[src/rtl/bcd_stopwatch_core.sv]
// bcd_stopwatch_core: packed-BCD HH:MM:SS.CC up/down stopwatch with lap freeze and validated load
module bcd_stopwatch_core #(
  parameter int TICK_DIV = 500_000,
  parameter int HOUR_MOD = 24
) (
  input  logic        clk,
  input  logic        rst,
  input  logic        start,
  input  logic        stop,
  input  logic        clr,
  input  logic        dir,
  input  logic        lap,
  input  logic        load_valid,
  input  logic [31:0] load_data,
  output logic        load_ready,
  output logic        load_err,
  output logic [31:0] bcd_out,
  output logic        tick,
  output logic        wrap,
  output logic        expired,
  output logic        running,
  output logic        frozen
);
  localparam int PW = $clog2(TICK_DIV);
  localparam logic [7:0] H_MAX = 8'(((HOUR_MOD - 1) / 10) * 16 + (HOUR_MOD - 1) % 10);
  typedef enum logic [1:0] {STOPPED, RUNNING, EXPIRED} state_t;
  state_t state;
  logic [PW-1:0] presc;
  logic [31:0] cnt, snap, nxt;
  logic [8:0] c, s, m, h;
  logic tick_now, ld, ld_ok;
  // {carry/borrow, pair}: one BCD step of a two-digit field whose top value is mx
  function automatic logic [8:0] step2(input logic [7:0] v, input logic [7:0] mx, input logic dn, input logic en);
    if (!en) return {1'b0, v};
    if (dn) return v == 8'h00 ? {1'b1, mx} : v[3:0] == 4'd0 ? {1'b0, v[7:4] - 4'd1, 4'd9} : {1'b0, v[7:4], v[3:0] - 4'd1};
    return v == mx ? 9'h100 : v[3:0] == 4'd9 ? {1'b0, v[7:4] + 4'd1, 4'd0} : {1'b0, v[7:4], v[3:0] + 4'd1};
  endfunction
  always_comb begin
    c = step2(cnt[7:0], 8'h99, dir, 1'b1);
    s = step2(cnt[15:8], 8'h59, dir, c[8]);
    m = step2(cnt[23:16], 8'h59, dir, s[8]);
    h = step2(cnt[31:24], H_MAX, dir, m[8]);
  end
  // digits are checked <=9 first, so a plain compare on the hour byte is a numeric compare
  always_comb begin
    ld_ok = load_data[31:24] <= H_MAX && load_data[23:20] <= 4'd5 && load_data[15:12] <= 4'd5;
    for (int i = 0; i < 8; i++) ld_ok = ld_ok && load_data[4*i +: 4] <= 4'd9;
  end
  assign nxt        = {h[7:0], m[7:0], s[7:0], c[7:0]};
  assign load_ready = state != RUNNING;
  assign running    = state == RUNNING;
  assign expired    = state == EXPIRED;
  assign bcd_out    = frozen ? snap : cnt;
  assign ld         = load_valid && load_ready && !clr;
  assign tick_now   = state == RUNNING && !clr && !stop && presc == PW'(TICK_DIV - 1);
  always_ff @(posedge clk) begin
    if (rst) begin
      state    <= STOPPED;
      presc    <= '0;
      cnt      <= '0;
      snap     <= '0;
      frozen   <= 1'b0;
      tick     <= 1'b0;
      wrap     <= 1'b0;
      load_err <= 1'b0;
    end else begin
      tick     <= tick_now;
      wrap     <= tick_now && !dir && h[8];
      load_err <= ld && !ld_ok;
      if (clr) begin
        state  <= STOPPED;
        presc  <= '0;
        cnt    <= '0;
        frozen <= 1'b0;
      end else begin
        if (lap) begin
          frozen <= !frozen;
          if (!frozen) snap <= tick_now ? nxt : cnt;
        end
        if (ld) begin
          if (ld_ok) begin
            cnt   <= load_data;
            presc <= '0;
            if (state == EXPIRED) state <= STOPPED;
          end
        end else if (state == RUNNING) begin
          if (stop) state <= STOPPED;
          else if (tick_now) begin
            presc <= '0;
            cnt   <= nxt;
            if (dir && nxt == '0) state <= EXPIRED;
          end else presc <= presc + PW'(1);
        end else if (start && !stop) begin
          if (state == STOPPED) state <= (dir && cnt == '0) ? EXPIRED : RUNNING;
          else if (cnt != '0) state <= RUNNING;
        end
      end
    end
  end
endmodule
[config.mk]
export PLATFORM = sky130hd
export DESIGN_NAME = bcd_stopwatch_core
export DESIGN_NICKNAME = d
export VERILOG_FILES = /design/src/rtl/bcd_stopwatch_core.sv
export SDC_FILE = /design/constraint.sdc
export NUM_CORES = 1
export LEC_CHECK = 0
export CAP_MARGIN = 10
export CORE_UTILIZATION = 62
export CTS_CLUSTER_DIAMETER = 30
export DETAILED_ROUTE_END_ITERATION = 10
export GPL_TIMING_DRIVEN = 0
export HOLD_SLACK_MARGIN = 0.08
export PLACE_DENSITY_LB_ADDON = 0.15
export SLEW_MARGIN = 20
export SYNTH_ARGS = -nofsm -noshare
export SYNTH_HDL_FRONTEND = slang
export SYNTH_SLANG_ARGS = --single-unit
[constraint.sdc]
create_clock -name clk -period 8.5 [get_ports clk]
set_input_delay 1.275 -clock clk [delete_from_list [all_inputs] [get_ports clk]]
set_output_delay 1.275 -clock clk [all_outputs]
set_load 0.02 [all_outputs]
### Word level (Yosys, flattened, before mapping)

Cells that the tools add are included.

* bits of input ports: 40
* logic and storage cells: 156
* output and inout bits: 39
* register bits after elaboration: 89

* reduce and logical (&&, ||, !) cells: 45
* equal/unequal tests: 17
* mux-type cells: 56
* add/sub/neg operators: 17
* order comparisons: 11
* bitwise operators: 2

Operators with widths (number)
* 9-bit two-way mux: 22
* 32-bit two-way mux: 6
* 19-bit two-way mux: 5
* 32-bit zero test: 2
* 8-bit two-way mux: 8
* 4-bit by 1-bit adder with 4-bit output, second input constant: 8
* 4-bit less-or-equal comparator, second input constant: 8
* 8-bit zero test: 4
* 32-bit nonzero test: 1
* 4-bit by 1-bit subtractor with 4-bit output, second input constant: 8
* 2-bit two-way mux: 11
* 1-bit logical AND: 21
* 19-bit by 1-bit adder with 19-bit output, second input constant: 1
* 19-bit equality test, second input constant: 1
* 4-bit equality test, second input constant: 4
* 8-bit by 7-bit equality test with 1-bit output, second input constant: 2
* 4-bit zero test: 4
* 8-bit by 6-bit equality test with 1-bit output, second input constant: 1
* 8-bit equality test, second input constant: 1
* 4-bit by 3-bit less-or-equal comparator with 1-bit output, second input constant: 2
* 8-bit by 6-bit less-or-equal comparator with 1-bit output, second input constant: 1
* 4-bit by 2-bit != test with 1-bit output, second input constant: 2
* 2-bit by 1-bit != test with 1-bit output, second input constant: 3
* 3-bit AND reduction: 2
* 12 further kinds: 20

### Logic depth before layout (Yosys ltp)

Gate-level depths: netlist of run 1.

* word-level depth: 24
* mapped depth: 12
* mapped depth without buffers: 10

### Worst setup path before layout of run 1

Ideal clock, no wire load.

* kind: input -> register
* from: in dir
* to: reg state[1]
* data arrival time: 3213 ps
* required time: 8420 ps
* setup time: 80 ps
* path slack: 5207 ps
* buffers on the path: 1
* stages: 8
* path through: buf_2 > nor4bb_1 > nor2_1 > a21oi_1 > or4bb_1 > nor4_1 > a31o_1 > nor3b_1

* cells in the longest elaborated chain, start to end: 10
* elaborated cells between the ends (all ways): 24
* those cells by class: eq/ne: 1; mux: 19; reduce/logical: 4

Ends and longest elaborated chain
* start: declaration: RTL line 11 `input logic dir,`
* 1-bit two-way mux (2 in series): RTL line 35 `if (dn) return v == 8'h00 ? {1'b1, mx} : v[3:0] == 4'd0 ? {1'b0, v[7:4] - 4'd1, 4'd9} : {1'b0, v[7:4], v[3:0] ...`
* 9-bit two-way mux: RTL line 36 `return v == mx ? 9'h100 : v[3:0] == 4'd9 ? {1'b0, v[7:4] + 4'd1, 4'd0} : {1'b0, v[7:4], v[3:0] + 4'd1};`
* 9-bit two-way mux (3 in series): RTL line 35
* 32-bit zero test: RTL line 91 `if (dir && nxt == '0) state <= EXPIRED;`
* 1-bit logical AND: RTL line 91
* 4-bit by 2-bit != test with 1-bit output (no line)
* 6-bit AND reduction (no line)
* end signal: assignment: RTL line 94 `if (state == STOPPED) state <= (dir && cnt == '0) ? EXPIRED : RUNNING;`
* end: declaration: RTL line 27 `state_t state;`

Several ways; a longest one is shown, not always the timed one. The select of a mux whose other input is x is not followed.
A chain may end at the register's enable or synchronous reset.

### Final worst setup path of run 1

Ends and elaborated chain as after synthesis.

==> results by group, run 1 <==
Outcome
  • Run status: completed

Timing
  • Relative slew slack: 0.3101
  • Final hold vios: 0
  • RSZ-0062 raised after global routing: false
  • Worst-Margin Slew: slightly above 1 ns
  • Final Skew: 0.01183 ns
  • Fin crit period: about 4.6 ns
  • Worst Hold Margin: ~0.46 ns
  • Slew Limit Fails: 0
  • Period utilisation layout: 0.5469
  • Setup TNS: 0 ns
  • Worst Slack Setup Final: ~3.9 ns
  • Setup violators final: 0
  • Max frequency: about 0.22 GHz

Power
  • Power Total: between 800 and 900 uW
  • Largest vdd supply drop: 0.1229 mV
  • LEAKAGE: between 0.002 and 0.003 uW
  • Cell Pwr Density: 111.3 mW/mm2

Clock network
  • # H-tree levels: 3
  • Post-CTS setup buffers: 0
  • Clk sink count: slightly below 90
  • Post-CTS Hold Buffers: 0
  • Clk_lat worst skew: 0.40 ns
  • Clock tree from TritonCTS: yes
  • Clock Tree Buf Depth: 2
  • Clk pin slew, worst setup/hold paths: 0.10 ns
  • Post-CTS Resized: 0
  • Root Driver: clkbuf_8
  • CTS buffer count: 9

Floorplanning
  • Initial core utilization: 0.6448
  • Area of the core: between 0.01 and 0.015 mm2
  • FP Rows: 37
  • Die area: around 0.011 mm2
  • Die X: ~110 um
  • IO Pins: between 70 and 80
  • DIE HEIGHT: ~110 um

Hold path
  • Min-delay src: snap[17]$_SDFFE_PP0P_
  • Hold Crit Class: reg -> reg
  • Hold path cells: 2
  • Worst hold endpoint: snap[17]$_SDFFE_PP0P_

Job
  • Max-Cap Viols: 0

Critical path
  • Worst Setup End Kind: flip-flop
  • WP data required: between 8 and 9 ns
  • RR Endpoint: state[1]$_SDFFE_PP0P_
  • R2R setup slack: approximately 4.7 ns
  • Setup Crit Path Kind: in -> reg
  • Worst path arrival time: between 4 and 5 ns
  • Crit path max fanout: 10
  • Worst reg2reg path depth: 12
  • Reg-to-Reg Start: cnt[16]$_SDFFE_PP0P_
  • CP Launch Type: input port

Logic synthesis
  • Synth cell types: 78
  • Cell area after synthesis: 0.006686 mm2
  • Syn avg cell area: 7.260 um2
  • Post-synth top flop: dfxtp_1
  • Synth area leader: dfxtp_1
  • Synthesized instance count: between 900 and 1,000
  • Synth top area share: 0.2665
  • Sequential element share of the synthesized area: 0.2665
  • Synthesis-stage register bit count: 89
  • Async SR Flop Fraction: 0
  • Mapped Nets: ~990
  • Synthesis Warnings: 0
  • Leading post-synthesis cells by cell area: dfxtp_1 (27%), nand2_1 (6.7%), nor2_1 (6.1%), o21ai_0 (5.8%), ha_1 (5.8%)
  • Post-synth EDFFs: 0

Final layout
  • Layout cells sized above 1: 0.06818
  • Fin nets: 1,079
  • Antenna fix cells: 0
  • Area Overhead vs Synth: 16.58%
  • Layout Cells excl Fill: 1,148
  • Filler instances: approximately 850

Placed design
  • GPL Wtd Cong: 1.013
  • DP Worst Slack: roughly 3.7 ns
  • Placed cells: between 1,000 and 1,500
  • Dpl hpwl: about 18,000 um
  • IO buf count: between 70 and 80

GRT
  • GRT overflow: 0
  • Largest net degree at the start of global routing: 17
  • Initial antenna violation count: 0
  • Vias in the first global route: 6,892
  • GRT Util Overall: 0.4467
  • Global-route wire length before repair: 37,690 um

Detailed routing
  • Vias/cell: 6.760
  • Routed length per instance: 21.73 um
  • Initial DRC count: around 1,000
  • Antenna Nets Post-Route: 0
  • DRT Pass-1 Iters: 6
  • Routed WL: about 25,000 um
  • Vias: slightly below 8,000
  • Post-route DRC: 0
-- placed cells by master, fill, tap and decap left out, types with 4 or more instances in the layout --
master           netlist  routed
nand2_1              120     120
nor2_1               108     108
dfxtp_1               89      89
o21ai_0               78      78
clkdlybuf4s50_1        0      76
a21oi_1               71      71
clkbuf_1              51      51
inv_1                 34      34
ha_1                  31      31
nand3_1               29      29
a211oi_1              25      25
nor3_1                21      21
a31oi_1               14      14
mux2_2                13      13
xor2_1                13      13
nor3b_1               13      12
nand4_1               12      12
buf_2                 10      10
mux2i_1               10      10
nor2b_1                9       9
and3_1                 9       9
a311oi_1               9       9
o211ai_1               9       9
clkbuf_8               0       9
nand3b_1               7       7
nor4bb_1               7       7
nand2b_1               5       5
o31ai_1                5       5
a22oi_1                5       5
nor4_1                 5       5
or2_2                  5       5
nand4bb_1              5       5
or3_1                  5       5
a32oi_1                4       4
nor4b_1                4       4
nor2_2                 4       4
o22ai_1                4       4
o21ai_1                4       4
xnor2_1                4       4
inv_6                  0       4
-- cell type report --
class | count | area [um2] | share of cell area
clock inverters | 6 | 48.80 | 0.006260
inverters | 34 | 127.6 | 0.01637
flip-flops and latches | 89 | 1782 | 0.2286
multi-input cells | 732 | 4496 | 0.5767
plain buffers | 66 | 286.5 | 0.03676
clock buffers | 9 | 123.9 | 0.01589
repair buffers | 76 | 760.7 | 0.09759
well taps | 136 | 170.2 | 0.02183
-- cell families (layout without fill, tap and decap cells) --
| logic type | after synthesis | after routing | share of synthesized area |
|---|---|---|---|
| AOI/OAI and AO/OA | 264 | 264 | 0.2457 |
| xor gates and xnor gates | 17 | 17 | 0.02227 |
| adders and majority gates | 31 | 31 | 0.05801 |
| buffers and inverters | 100 | 191 | 0.06194 |
| DFF | 89 | 89 | 0.2665 |
| muxes | 25 | 25 | 0.04360 |
| and+or+nand+nor | 395 | 395 | 0.3020 |
-- flip-flops by register name, indices dropped and copies added (netlist names) --
| signal | count |
|---|---|
| frozen | 1 |
| tick | 1 |
| state | 2 |
| snap | 32 |
| presc | 19 |
| wrap | 1 |
| cnt | 32 |
| load_err | 1 |
-- worst max path at each step --
stage          slack, ns                start                     to
2_1_floorplan       5.21                  dir  state[1]$_SDFFE_PP0P_
5_1_grt             3.76                  dir  state[1]$_SDFFE_PP0P_
3_5_place_dp        3.65                  dir  state[1]$_SDFFE_PP0P_
4_1_cts             4.01  frozen$_SDFFE_PP0P_            bcd_out[15]
6_report            3.85                  dir  state[1]$_SDFFE_PP0P_
3_3_place_gp        3.69                  dir  state[1]$_SDFFE_PP0P_
-- synth_stat cells (4+ instances only) --
library cell / number
or2_2: 5
nand4_1: 12
mux2_2: 13
nor4bb_1: 7
and3_1: 9
clkbuf_1: 51
a22oi_1: 5
nand3b_1: 7
o211ai_1: 9
nand3_1: 29
or3_1: 5
a211oi_1: 25
a311oi_1: 9
nor3_1: 21
nand4bb_1: 5
a32oi_1: 4
mux2i_1: 10
o21ai_0: 78
ha_1: 31
o21ai_1: 4
xnor2_1: 4
nor2_1: 108
nand2_1: 120
nor3b_1: 13
nor4_1: 5
o22ai_1: 4
dfxtp_1: 89
nor2_2: 4
nand2b_1: 5
nor4b_1: 4
a21oi_1: 71
xor2_1: 13
a31oi_1: 14
nor2b_1: 9
buf_2: 10
inv_1: 34
o31ai_1: 5
-- metal layers --
layer  vias to the layer above  wire length (um)  track usage
li1                       3471                 -            -
met1                      3561              9446       0.5889
met2                       614             10560       0.6573
met3                       114              3537       0.1194
met4                         0              1403       0.2490
met5                         -                 0            0
-- worst max-delay path, cell delays in order --
cell and delay, ns:
clkdlybuf4s50_1 0.71, buf_2 0.37, buf_2 0.30, clkbuf_1 0.46, buf_2 0.39, nor2_1 0.11, a211oi_1 0.26, a31oi_1 0.13
nor4_1 0.50, a31o_1 0.26, nor3b_1 0.19
-- per-stage QoR --
stage,instance area [um2],util
after global routing,7795,0.7517
after global placement,7617,0.7346
after detailed placement,7622,0.7350
after CTS,7795,0.7517
after floorplan,6686,-
final,7795,0.7517
-- where the power goes --
| group | total, uW | internal (uW) | switching [uW] | leakage [uW] |
|---|---|---|---|---|
| Sequential | 427 | 422 | 4.89 | 0.000719 |
| Combinational | 151 | 53.2 | 97.6 | 0.00181 |
| Clock | 289 | 109 | 180 | 0.0000909 |
Note: power is estimated with default switching activity, not from simulation.
==> run 2, diff against run 1 <==
--- a/config.mk
+++ b/config.mk
@@ -6,7 +6,7 @@
 export NUM_CORES = 1
 export LEC_CHECK = 0
 export CAP_MARGIN = 10
-export CORE_UTILIZATION = 62
+export CORE_UTILIZATION = 52
 export CTS_CLUSTER_DIAMETER = 30
 export DETAILED_ROUTE_END_ITERATION = 10
 export GPL_TIMING_DRIVEN = 0
==> constraint.sdc (replaced) <==
create_clock -name clk -period 4 [get_ports clk]
set_input_delay 0.6 -clock clk [delete_from_list [all_inputs] [get_ports clk]]
set_output_delay 0.6 -clock clk [all_outputs]
set_load 0.02 [all_outputs]
==> run 2 against run 1 <==
  * Worst setup slack lost 3.8 ns
  * Sequential power increased by 110%
  * Via count is 1.4% lower
  * Combinational power is 110% higher
  * First-iteration DRC count shrank 9.2%
  * Sequential share of layout area fell by 0.48 points
  * Final area rose by 2.2%
  * Worst hold slack worse by 0.0043 ns
  * Clock power rose to 2.9 times the previous value
  * Routed wire length decreased by 0.51%
  * Largest cell class unchanged
  * Core utilization down 12 points
  * Final cell count rose by 3.1%
==> results by group, run 2 (synthesis results as in run 1) <==
Outcome
  • Run status: completed

Placed design
  • GPL Wtd Cong: about 1.1
  • IO buf count: 76
  • Placed cells: around 1,200
  • Post-DP Area: 0.007667 mm2
  • Dpl hpwl: around 18,000 um
  • DP Worst Slack: -0.3861 ns

Floorplanning
  • Die area: ~0.013 mm2
  • IO Pins: between 70 and 80
  • Die X: roughly 120 um
  • Initial core utilization: 0.5320
  • DIE HEIGHT: ~120 um
  • Area of the core: approximately 0.013 mm2
  • FP Rows: 41

Timing
  • Slew Limit Fails: 0
  • Period utilisation layout: 0.9836
  • Worst-Margin Slew: slightly above 0.9 ns
  • Fin crit period: 3.934 ns
  • RSZ-0062 raised after global routing: false
  • Worst Slack Setup Final: roughly 0.066 ns
  • Final Skew: approximately 0.0081 ns
  • Max frequency: ~0.25 GHz
  • Setup violators final: 0
  • Relative slew slack: 0.3693
  • Final hold vios: 0

Detailed routing
  • WL met2: just over 10,000 um
  • Max Used Layer: met4
  • DRT Pass-1 Iters: 6
  • Initial DRC count: between 900 and 1,000
  • Vias: ~7,700
  • Vias/cell: between 6 and 7
  • WL met3: between 3000 and 4000 um
  • Routed length per instance: 20.96 um
  • Routed WL: roughly 25,000 um
  • Post-route DRC: 0
  • Antenna Nets Post-Route: 0
  • Post-Route M1 WL: a little under 10,000 um

Clock network
  • # H-tree levels: 3
  • Clk_lat worst skew: roughly 0.36 ns
  • Post-CTS setup buffers: 0
  • Post-CTS Hold Buffers: 0
  • Clk pin slew, worst setup/hold paths: around 0.070 ns
  • Clock tree from TritonCTS: yes
  • Clk sink count: 89
  • Clock Tree Buf Depth: 2
  • CTS buffer count: 9
  • Root Driver: clkbuf_16

Final layout
  • Fin area: roughly 0.0080 mm2
  • Fin nets: ~1,100
  • Highest-count cells in the layout ignoring fill and taps: nand2_1 (120), nor2_1 (108), dfxtp_1 (89)
  • Antenna fix cells: 0
  • Layout Cells excl Fill: roughly 1,200
  • Layout cells sized above 1: 0.07213
  • Regs by FF count: cnt x32, snap x32, presc x19
  • Area Overhead vs Synth: 19.09%
  • Commonest non-fill, non-tap cell in the layout: nand2_1
  • Final cell utilization of the core: 0.6335

Power
  • LEAKAGE: 0.002676 uW
  • Largest vdd supply drop: 0.1661 mV
  • Cell Pwr Density: between 200 and 300 mW/mm2

GRT
  • GRT overflow: 0
  • Initial antenna violation count: 0
  • GRT Util Overall: 0.3770
  • Largest net degree at the start of global routing: 16
  • Vias in the first global route: 6,794
  • Global-route wire length before repair: about 38,000 um

Critical path
  • Crit path max fanout: 10
  • CP Launch Type: input port
  • WP data required: 4.28 ns
  • Setup Crit Path Kind: in -> reg
  • CP endpoint: state[1]$_SDFFE_PP0P_
  • R2R setup slack: 0.30 ns
  • Worst Setup End Kind: flip-flop
  • RR Endpoint: state[1]$_SDFFE_PP0P_
  • Critical Path Start: dir
  • Worst path arrival time: roughly 4.2 ns
  • Worst reg2reg path depth: 12
  • Reg-to-Reg Start: cnt[8]$_SDFFE_PP0P_

Job
  • Max-Cap Viols: 0

Hold path
  • Hold Crit Class: reg -> reg
-- run 2: cell count changes in the layout (fill, tap and decap cells not counted), sizes merged --
| cell | delta |
|---|---|
| inv | -3 |
| clkbuf | +2 |
| clkinv | +2 |
| buf | -1 |
-- run 2: how the worst min path moves through the flow --
stage / startpoint / cells past startpoint / endpoint / slack, ns
finish: snap[17]$_SDFFE_PP0P_ / 2 / snap[17]$_SDFFE_PP0P_ / 0.45
detailed placement: snap[18]$_SDFFE_PP0P_ / 2 / snap[18]$_SDFFE_PP0P_ / 0.45
CTS: snap[17]$_SDFFE_PP0P_ / 2 / snap[17]$_SDFFE_PP0P_ / 0.46
floorplan: snap[28]$_SDFFE_PP0P_ / 2 / snap[28]$_SDFFE_PP0P_ / 0.43
global placement: snap[17]$_SDFFE_PP0P_ / 2 / snap[17]$_SDFFE_PP0P_ / 0.44
global route: snap[18]$_SDFFE_PP0P_ / 2 / snap[18]$_SDFFE_PP0P_ / 0.47
-- run 2: layout make-up --
type                            instances  area [um2]
Sequential cell                        89        1782
Timing Repair Buffer                   76       760.7
Clock buffer                           10       239.0
Clock inverter                          5       40.04
Inverter                               34       127.6
Multi-Input combinational cell        732        4509
Fill cell                            1177        4606
Buffer                                 66       289.0
Tap cell                              172       215.2
-- run 2: through the flow --
stage / hold slack (ns) / TNS [ns] / power (uW)
finish: 0.4536 / 0 / 2060
detailed placement: 0.4465 / -0.7494 / 1229
CTS: 0.4557 / 0 / 2043
global placement: 0.4408 / -0.7305 / 1228
floorplan: 0.4320 / 0 / 1090
global route: 0.4699 / 0 / 2103
-- run 2: per-layer routing --
| layer | track usage | up-vias |
|---|---|---|
| met5 | 0 | - |
| met4 | 0.2312 | 0 |
| met3 | 0.09647 | 114 |
| met2 | 0.5445 | 525 |
| met1 | 0.5010 | 3524 |
| li1 | - | 3489 |
-- run 2: repair_timing --
item                                    CTS  global route
endpoints found under the setup margin    2             2
gates cloned                              0             0
resized for setup                         1             4
-- run 2: worst max-delay path, cell delays in order --
cell	delay, ns
clkdlybuf4s50_1	0.68
buf_2	0.38
inv_1	0.29
or4_1	0.55
a2111oi_0	0.66
nand3_1	0.15
nor4_1	0.48
a31o_1	0.25
nor3b_1	0.17
-- run 2: power by group --
group / switching [uW] / total [uW] / internal, uW
combinational: 206 / 320 / 114
clock: 394 / 833 / 440
sequential: 9.60 / 906 / 897
